===== src/rtl/nco_note_sequencer.sv =====
// -----------------------------------------------------------------------------
// nco_note_sequencer
//   Step sequencer driving the control inputs of one NCO. A table of STEPS
//   entries (Q32.32 frequency, wave code, duty cycle, duration in ticks) is
//   written from the host port at any time and played back in order, either
//   once or looped. Each entry is held on the outputs for max(dur,1) ticks,
//   where one tick is DIV = CLK_FREQ/TICK_RATE clock cycles.
//
// Ports
//   clk           system clock (shared with the NCO)
//   rst_n         asynchronous active-low reset
//   wr_en_i       table write strobe
//   wr_addr_i     table write address (addresses >= STEPS are ignored)
//   wr_freq_i     entry frequency, Q32.32 Hz
//   wr_wave_i     entry wave code (0 SINE, 1 TRI, 2 SAW, 3 SQUARE)
//   wr_duty_i     entry duty cycle
//   wr_dur_i      entry duration in ticks (0 plays one tick)
//   start_i       pulse: begin playback at entry 0 (ignored while busy)
//   stop_i        pulse: abort playback, outputs go silent
//   loop_i        1 = wrap to entry 0 after the last step
//   last_step_i   index of the final entry, latched on an accepted start
//   frequency_o   NCO frequency
//   wave_o        NCO wave
//   duty_cycle_o  NCO duty cycle
//   step_idx_o    index of the entry currently on the outputs
//   step_strobe_o 1-cycle pulse when new entry values appear
//   busy_o        1 while fetching or playing
//   done_o        1-cycle pulse on normal (non-loop) completion
// -----------------------------------------------------------------------------
module nco_note_sequencer #(
  parameter int CLK_FREQ  = 50_000_000,
  parameter int TICK_RATE = 1_000,
  parameter int BIT_DEPTH = 8,
  parameter int STEPS     = 16,
  parameter int ADDR_W    = 4,
  parameter int DUR_W     = 16
) (
  input  logic                 clk,
  input  logic                 rst_n,
  input  logic                 wr_en_i,
  input  logic [ADDR_W-1:0]    wr_addr_i,
  input  logic [63:0]          wr_freq_i,
  input  logic [1:0]           wr_wave_i,
  input  logic [BIT_DEPTH-1:0] wr_duty_i,
  input  logic [DUR_W-1:0]     wr_dur_i,
  input  logic                 start_i,
  input  logic                 stop_i,
  input  logic                 loop_i,
  input  logic [ADDR_W-1:0]    last_step_i,
  output logic [63:0]          frequency_o,
  output logic [1:0]           wave_o,
  output logic [BIT_DEPTH-1:0] duty_cycle_o,
  output logic [ADDR_W-1:0]    step_idx_o,
  output logic                 step_strobe_o,
  output logic                 busy_o,
  output logic                 done_o
);

  localparam int DIV    = CLK_FREQ / TICK_RATE;
  localparam int TICK_W = (DIV > 1) ? $clog2(DIV) : 1;
  localparam int DEPTH  = 2 ** ADDR_W;

  localparam logic [TICK_W-1:0] TICK_LAST = TICK_W'(DIV - 1);
  localparam logic [ADDR_W-1:0] LAST_MAX  = ADDR_W'(STEPS - 1);

  typedef enum logic [1:0] {
    ST_IDLE  = 2'd0,
    ST_FETCH = 2'd1,
    ST_PLAY  = 2'd2
  } state_e;

  // Clamp a requested final index into the populated part of the table.
  function automatic logic [ADDR_W-1:0] clamp_last(input logic [ADDR_W-1:0] v);
    if (32'(v) >= 32'(STEPS)) begin
      return LAST_MAX;
    end else begin
      return v;
    end
  endfunction

  // Step table (not reset: contents must survive rst_n)
  logic [63:0]          freq_mem [DEPTH];
  logic [1:0]           wave_mem [DEPTH];
  logic [BIT_DEPTH-1:0] duty_mem [DEPTH];
  logic [DUR_W-1:0]     dur_mem  [DEPTH];

  state_e               state_q, state_d;
  logic [ADDR_W-1:0]    idx_q, idx_d;
  logic [ADDR_W-1:0]    last_q, last_d;
  logic [63:0]          freq_q, freq_d;
  logic [1:0]           wave_q, wave_d;
  logic [BIT_DEPTH-1:0] duty_q, duty_d;
  logic [ADDR_W-1:0]    step_idx_q, step_idx_d;
  logic [DUR_W-1:0]     dur_q, dur_d;
  logic [TICK_W-1:0]    tcnt_q, tcnt_d;
  logic [DUR_W-1:0]     dcnt_q, dcnt_d;
  logic                 strobe_q, strobe_d;
  logic                 busy_q, busy_d;
  logic                 done_q, done_d;

  logic                 tick_s;
  logic [DUR_W-1:0]     dur_last_s;

  // Host write port into the step table; writes are allowed in every state.
  always_ff @(posedge clk) begin
    if (wr_en_i && (32'(wr_addr_i) < 32'(STEPS))) begin
      freq_mem[wr_addr_i] <= wr_freq_i;
      wave_mem[wr_addr_i] <= wr_wave_i;
      duty_mem[wr_addr_i] <= wr_duty_i;
      dur_mem[wr_addr_i]  <= wr_dur_i;
    end
  end

  // Tick pulse and the tick index at which the current step ends.
  always_comb begin
    tick_s     = (tcnt_q == TICK_LAST);
    dur_last_s = (dur_q == {DUR_W{1'b0}}) ? {DUR_W{1'b0}} : (dur_q - DUR_W'(1));
  end

  // Next-state and output logic. The FETCH state samples the table straight
  // into the output registers, so the table read is registered and reads old
  // data when a write to the same address lands in the same cycle.
  always_comb begin
    state_d    = state_q;
    idx_d      = idx_q;
    last_d     = last_q;
    freq_d     = freq_q;
    wave_d     = wave_q;
    duty_d     = duty_q;
    step_idx_d = step_idx_q;
    dur_d      = dur_q;
    tcnt_d     = tcnt_q;
    dcnt_d     = dcnt_q;
    strobe_d   = 1'b0;
    busy_d     = busy_q;
    done_d     = 1'b0;

    if (stop_i) begin
      state_d = ST_IDLE;
      freq_d  = 64'd0;
      wave_d  = 2'd0;
      duty_d  = {BIT_DEPTH{1'b0}};
      busy_d  = 1'b0;
      tcnt_d  = {TICK_W{1'b0}};
      dcnt_d  = {DUR_W{1'b0}};
    end else begin
      case (state_q)
        ST_IDLE: begin
          freq_d = 64'd0;
          wave_d = 2'd0;
          duty_d = {BIT_DEPTH{1'b0}};
          if (start_i) begin
            last_d  = clamp_last(last_step_i);
            idx_d   = {ADDR_W{1'b0}};
            busy_d  = 1'b1;
            state_d = ST_FETCH;
          end else begin
            busy_d = 1'b0;
          end
        end
        ST_FETCH: begin
          freq_d     = freq_mem[idx_q];
          wave_d     = wave_mem[idx_q];
          duty_d     = duty_mem[idx_q];
          dur_d      = dur_mem[idx_q];
          step_idx_d = idx_q;
          strobe_d   = 1'b1;
          tcnt_d     = {TICK_W{1'b0}};
          dcnt_d     = {DUR_W{1'b0}};
          state_d    = ST_PLAY;
        end
        ST_PLAY: begin
          if (tick_s) begin
            tcnt_d = {TICK_W{1'b0}};
            if (dcnt_q == dur_last_s) begin
              dcnt_d = {DUR_W{1'b0}};
              if (idx_q != last_q) begin
                idx_d   = idx_q + ADDR_W'(1);
                state_d = ST_FETCH;
              end else if (loop_i) begin
                idx_d   = {ADDR_W{1'b0}};
                state_d = ST_FETCH;
              end else begin
                state_d = ST_IDLE;
                freq_d  = 64'd0;
                wave_d  = 2'd0;
                duty_d  = {BIT_DEPTH{1'b0}};
                busy_d  = 1'b0;
                done_d  = 1'b1;
              end
            end else begin
              dcnt_d = dcnt_q + DUR_W'(1);
            end
          end else begin
            tcnt_d = tcnt_q + TICK_W'(1);
          end
        end
        default: begin
          state_d = ST_IDLE;
          freq_d  = 64'd0;
          wave_d  = 2'd0;
          duty_d  = {BIT_DEPTH{1'b0}};
          busy_d  = 1'b0;
        end
      endcase
    end
  end

  // State and output registers.
  always_ff @(posedge clk or negedge rst_n) begin
    if (!rst_n) begin
      state_q    <= ST_IDLE;
      idx_q      <= {ADDR_W{1'b0}};
      last_q     <= {ADDR_W{1'b0}};
      freq_q     <= 64'd0;
      wave_q     <= 2'd0;
      duty_q     <= {BIT_DEPTH{1'b0}};
      step_idx_q <= {ADDR_W{1'b0}};
      dur_q      <= {DUR_W{1'b0}};
      tcnt_q     <= {TICK_W{1'b0}};
      dcnt_q     <= {DUR_W{1'b0}};
      strobe_q   <= 1'b0;
      busy_q     <= 1'b0;
      done_q     <= 1'b0;
    end else begin
      state_q    <= state_d;
      idx_q      <= idx_d;
      last_q     <= last_d;
      freq_q     <= freq_d;
      wave_q     <= wave_d;
      duty_q     <= duty_d;
      step_idx_q <= step_idx_d;
      dur_q      <= dur_d;
      tcnt_q     <= tcnt_d;
      dcnt_q     <= dcnt_d;
      strobe_q   <= strobe_d;
      busy_q     <= busy_d;
      done_q     <= done_d;
    end
  end

  assign frequency_o   = freq_q;
  assign wave_o        = wave_q;
  assign duty_cycle_o  = duty_q;
  assign step_idx_o    = step_idx_q;
  assign step_strobe_o = strobe_q;
  assign busy_o        = busy_q;
  assign done_o        = done_q;

endmodule

===== config.mk =====
export PLATFORM = sky130hd
export DESIGN_NAME = nco_note_sequencer
export DESIGN_NICKNAME = d
export VERILOG_FILES = /design/src/rtl/nco_note_sequencer.sv
export SDC_FILE = /design/constraint.sdc
export NUM_CORES = 1
export LEC_CHECK = 0
export ABC_CLOCK_PERIOD_IN_PS = 6100
export CORE_ASPECT_RATIO = 0.7
export CORE_MARGIN = 2
export CORE_UTILIZATION = 40
export CTS_BUF_LIST = sky130_fd_sc_hd__clkbuf_4 sky130_fd_sc_hd__clkbuf_8 sky130_fd_sc_hd__clkbuf_16
export DETAILED_ROUTE_END_ITERATION = 8
export PLACE_DENSITY_LB_ADDON = 0.05
export SETUP_SLACK_MARGIN = 0.15
export SYNTH_ARGS = -nofsm -noshare
export SYNTH_HDL_FRONTEND = slang
export SYNTH_SLANG_ARGS = --single-unit

===== constraint.sdc =====
create_clock -name clk -period 6.1 [get_ports clk]
set_input_delay 0.915 -clock clk [delete_from_list [all_inputs] [get_ports clk]]
set_output_delay 0.915 -clock clk [all_outputs]
set_load 0.005 [all_outputs]

==> impl_metrics.xml <==
<?xml version="1.0" encoding="UTF-8"?>
<metrics>
  <group name="status">
    <metric name="run_status" unit="">finished clean</metric>
  </group>
  <group name="drt">
    <metric name="viasPerCell" unit="">5.73</metric>
    <metric name="drt.antenna.violating_nets" unit="">0</metric>
    <metric name="wirelength" unit="um">155000</metric>
    <metric name="initialDrtViolationCount" unit="">2858</metric>
    <metric name="post_drt_wl_per_cell" unit="um">29.6</metric>
    <metric name="detailroute.via_count" unit="">30000</metric>
    <metric name="drt_first_pass_iters" unit="">6</metric>
    <metric name="remaining_drc_errors" unit="">0</metric>
  </group>
  <group name="yosys">
    <metric name="post-synth-top-area-cell" unit="">edfxtp_1</metric>
    <metric name="synth_area_leaders" unit="">edfxtp_1 71%, mux4_2 17%, dfrtp_1 5.7%, nand2_1 1.1%, a32oi_1 1.1%</metric>
    <metric name="postSynth.topFlopCell" unit="">edfxtp_1</metric>
    <metric name="yosysSeqAreaShare" unit="">0.763</metric>
    <metric name="avgSynthCellArea" unit="um^2">21.5</metric>
    <metric name="synth_cells" unit="">2852</metric>
    <metric name="synth.most_common_cell" unit="">edfxtp_1</metric>
    <metric name="number_of_enable_flip_flop_cells_after_synthesis" unit="">1440</metric>
    <metric name="synth.yosys.warnings" unit="">0</metric>
    <metric name="synth_cell_types" unit="">73</metric>
    <metric name="synth_nets" unit="">2960</metric>
    <metric name="synth-seq-cells" unit="">1579</metric>
    <metric name="postSynth.asyncResetShare" unit="">0.0880</metric>
    <metric name="synth_top_area_share" unit="">0.706</metric>
    <metric name="post_synth_instance_area" unit="um^2">61300</metric>
    <metric name="synth_common_cells" unit="">1440 x edfxtp_1, 450 x mux4_2, 177 x nand2_1, 139 x dfrtp_1, 135 x clkbuf_1</metric>
  </group>
  <group name="setup_path">
    <metric name="critPathRequiredTime" unit="ps">6730</metric>
    <metric name="end_kind" unit="">flip-flop</metric>
    <metric name="critical_path_cell_count" unit="">11</metric>
    <metric name="delay_of_the_slowest_cell_on_the_worst_path" unit="ps">710</metric>
    <metric name="critical_path.max_fanout" unit="">36</metric>
    <metric name="path_buf_inv" unit="">2</metric>
    <metric name="rr_endpoint" unit="">frequency_o[55]</metric>
    <metric name="classification_of_the_worst_setup_path" unit="">flip-flop to flip-flop</metric>
    <metric name="kind_of_start_point_of_the_critical_path" unit="">flip-flop</metric>
    <metric name="arrival" unit="ps">4900</metric>
    <metric name="ff2ff_path_depth" unit="">11</metric>
    <metric name="setup.reg_to_reg.worst_slack" unit="ps">1840</metric>
    <metric name="rr_startpoint" unit="">dur_q[0]</metric>
    <metric name="cpMaxStageDelayCell" unit="">nor4b_1</metric>
    <metric name="critical_path.cell_chain" unit="">inv_1, ha_1, nor4b_1, nand4_1, o21ai_0, nand2_1, a221oi_1, nand4_2, nor2_4, buf_4, o21ai_0</metric>
    <metric name="critPathMostFrequentCell" unit="">o21ai_0</metric>
    <metric name="critical-path-top-delay-family" unit="">simple AND/OR/NAND/NOR gates</metric>
  </group>
  <group name="finish">
    <metric name="fillCellCount" unit="">12600</metric>
    <metric name="non_filler_instance_count_after_layout" unit="">5234</metric>
    <metric name="nNetsFinal" unit="">3193</metric>
    <metric name="finish.utilization" unit="">0.468</metric>
    <metric name="area_occupied_by_multi_input_gates" unit="um^2">14000</metric>
    <metric name="finish.instance_area" unit="um^2">71400</metric>
    <metric name="synthToLayoutAreaGrowth" unit="%">16.5</metric>
    <metric name="register_area" unit="um^2">46700</metric>
    <metric name="drive_gt1_frac" unit="">0.257</metric>
  </group>
  <group name="die">
    <metric name="initial_core_util" unit="">0.402</metric>
    <metric name="io_pins" unit="">185</metric>
    <metric name="chipHeight" unit="um">331</metric>
    <metric name="placementRows" unit="">120</metric>
    <metric name="floorplan.core_area" unit="um^2">153000</metric>
    <metric name="die_area" unit="um^2">156000</metric>
    <metric name="die-width" unit="um">472</metric>
  </group>
  <group name="clock_tree">
    <metric name="cts_made_buffers" unit="">159</metric>
    <metric name="clock-root-buffer" unit="">clkbuf_16</metric>
    <metric name="cts.hold.buffers_added" unit="">0</metric>
    <metric name="insertion_delay" unit="ps">790</metric>
    <metric name="clock_slew_seen_by_the_registers_of_the_worst_setup_and_hold_paths" unit="ps">60</metric>
    <metric name="depth_of_the_cts_h_tree" unit="">4</metric>
    <metric name="cts_tree" unit="">yes</metric>
    <metric name="post-cts-setup-buffers" unit="">0</metric>
    <metric name="cts.sink_count" unit="">1579</metric>
    <metric name="cts.path.max_buffers" unit="">3</metric>
    <metric name="post_cts_gate_resize_count" unit="">0</metric>
  </group>
  <group name="placement">
    <metric name="detailed_place.area" unit="um^2">65900</metric>
    <metric name="numPortBuffers" unit="">184</metric>
    <metric name="dp_hpwl" unit="um">79300</metric>
    <metric name="place_ws" unit="ps">2040</metric>
    <metric name="routabilityCongestion" unit="">0.832</metric>
    <metric name="post-place-cells" unit="">4937</metric>
  </group>
  <group name="timing">
    <metric name="fin_ws" unit="ps">1840</metric>
    <metric name="fin_tns_setup" unit="ps">0</metric>
    <metric name="finalHoldWorstSlack" unit="ps">262</metric>
    <metric name="final.min_clock_period" unit="ps">4260</metric>
    <metric name="report.final.setup_viol" unit="">0</metric>
    <metric name="hold_viol_final" unit="">0</metric>
    <metric name="relative_slew_slack" unit="">0.267</metric>
    <metric name="worst_pin_slew" unit="ps">1100</metric>
    <metric name="slew_violations" unit="">0</metric>
    <metric name="timing.fmax" unit="GHz">0.234</metric>
    <metric name="clock_skew" unit="ps">30.6</metric>
    <metric name="setup_repair_after_global_routing_missed_its_margin" unit="">false</metric>
    <metric name="min_period_over_period" unit="">0.699</metric>
  </group>
  <group name="power">
    <metric name="total_power" unit="mW">23.3</metric>
    <metric name="power.density_cell_area" unit="nW/um^2">326</metric>
    <metric name="power.ir.vdd_worst" unit="mV">0.299</metric>
    <metric name="power.static_leakage" unit="nW">22.0</metric>
  </group>
  <group name="global_route">
    <metric name="wire_length_of_the_first_global_routing_pass" unit="um">227000</metric>
    <metric name="grt_antenna_before_repair" unit="">9</metric>
    <metric name="grt_max_degree" unit="">140</metric>
    <metric name="vias_in_the_first_global_route" unit="">31300</metric>
    <metric name="overflow" unit="">0</metric>
    <metric name="grtUsageTotal" unit="">0.200</metric>
  </group>
  <group name="job">
    <metric name="drv_cap" unit="">0</metric>
  </group>
  <group name="min_path">
    <metric name="hold_path_class" unit="">input pin to asynchronous set/reset pin</metric>
  </group>
</metrics>
==> where the power goes <==
part / internal (mW) / switching (mW) / leakage [nW]
Clock: 6.05 / 4.11 / 2.72
Combinational: 0.324 / 0.589 / 4.42
Sequential: 12.1 / 0.129 / 14.9
Total: 18.4 / 4.83 / 22.0
==> logic make-up (layout without fill, tap and decap cells) <==
group | after synthesis | in the layout | synth area share
adder cells (fa/ha/maj) | 4 | 4 | 0.000817
buffers and inverters | 188 | 556 | 0.0119
XOR/XNOR | 29 | 29 | 0.00415
AND/OR/NAND/NOR | 353 | 353 | 0.0274
AO/OA/AOI/OAI | 245 | 245 | 0.0268
multiplexers | 454 | 454 | 0.166
other | 0 | 1 | 0
flip-flops | 1579 | 1579 | 0.763
==> worst max path at each step <==
stage               slack (ps)    startpoint                to
detailed placement        2040      dur_q[0]   frequency_o[55]
global route              1510      dur_q[0]         wave_o[1]
floorplan                  360  wr_addr_i[3]     dur_mem[1][0]
CTS                       1990      dur_q[0]   frequency_o[55]
global placement          2200  wr_addr_i[1]  freq_mem[14][58]
finish                    1840      dur_q[0]   frequency_o[55]
==> layout by cell type, fill, tap and decap left out, drive strengths merged, types with 5 or more instances in the layout <==
master,n
nand3,32
nand2,177
dfrtp,139
bufinv,17
buf,62
mux4,450
inv,17
clkinv,45
o211ai,5
o21ai,114
or4,7
edfxtp,1440
xnor2,18
clkbuf,221
xor2,11
nor3,16
and3,11
or3,7
clkinvlp,11
nor4,13
clkdlybuf4s50,183
nand4,13
a32oi,74
a21oi,15
nor2,50
==> sequential cells by signal, indices dropped and copies added (netlist names) <==
signal and count:
busy_o 1, dcnt_q 16, done_o 1, dur_mem 256
dur_q 16, duty_cycle_o 8, duty_mem 128, freq_mem 1024
frequency_o 64, idx_q 4, last_q 4, state_q 2
step_idx_o 4, step_strobe_o 1, tcnt_q 16, wave_mem 32
wave_o 2
==> metal layers <==
metal  GRT usage  up-vias  routed length [um]
met5           0        -                  26
met4      0.0435        4                2410
met2       0.322      786               75300
met1       0.290    16500               71200
li1            -    12500                   -
met3      0.0302      195                6250
==> layout make-up <==
cell class | instances | area share
clock buffer | 220 | 0.0650
inverter | 14 | 0.000772
timing repair buffer | 246 | 0.0366
tap | 2013 | 0.0353
clock inverter | 76 | 0.0118
multi-input combinational | 1085 | 0.196
antenna | 1 | 0.0000351
sequential | 1579 | 0.655
==> worst register-to-register path, cell delays in order (launching register included) <==
cell      delay [ps]
dfrtp_1          460
inv_1            110
ha_1             230
nor4b_1          710
nand4_1          470
o21ai_0          200
nand2_1          120
a221oi_1         470
nand4_2          400
nor2_4           210
buf_4            470
o21ai_0          250
Power figures use the tool's default switching activity.
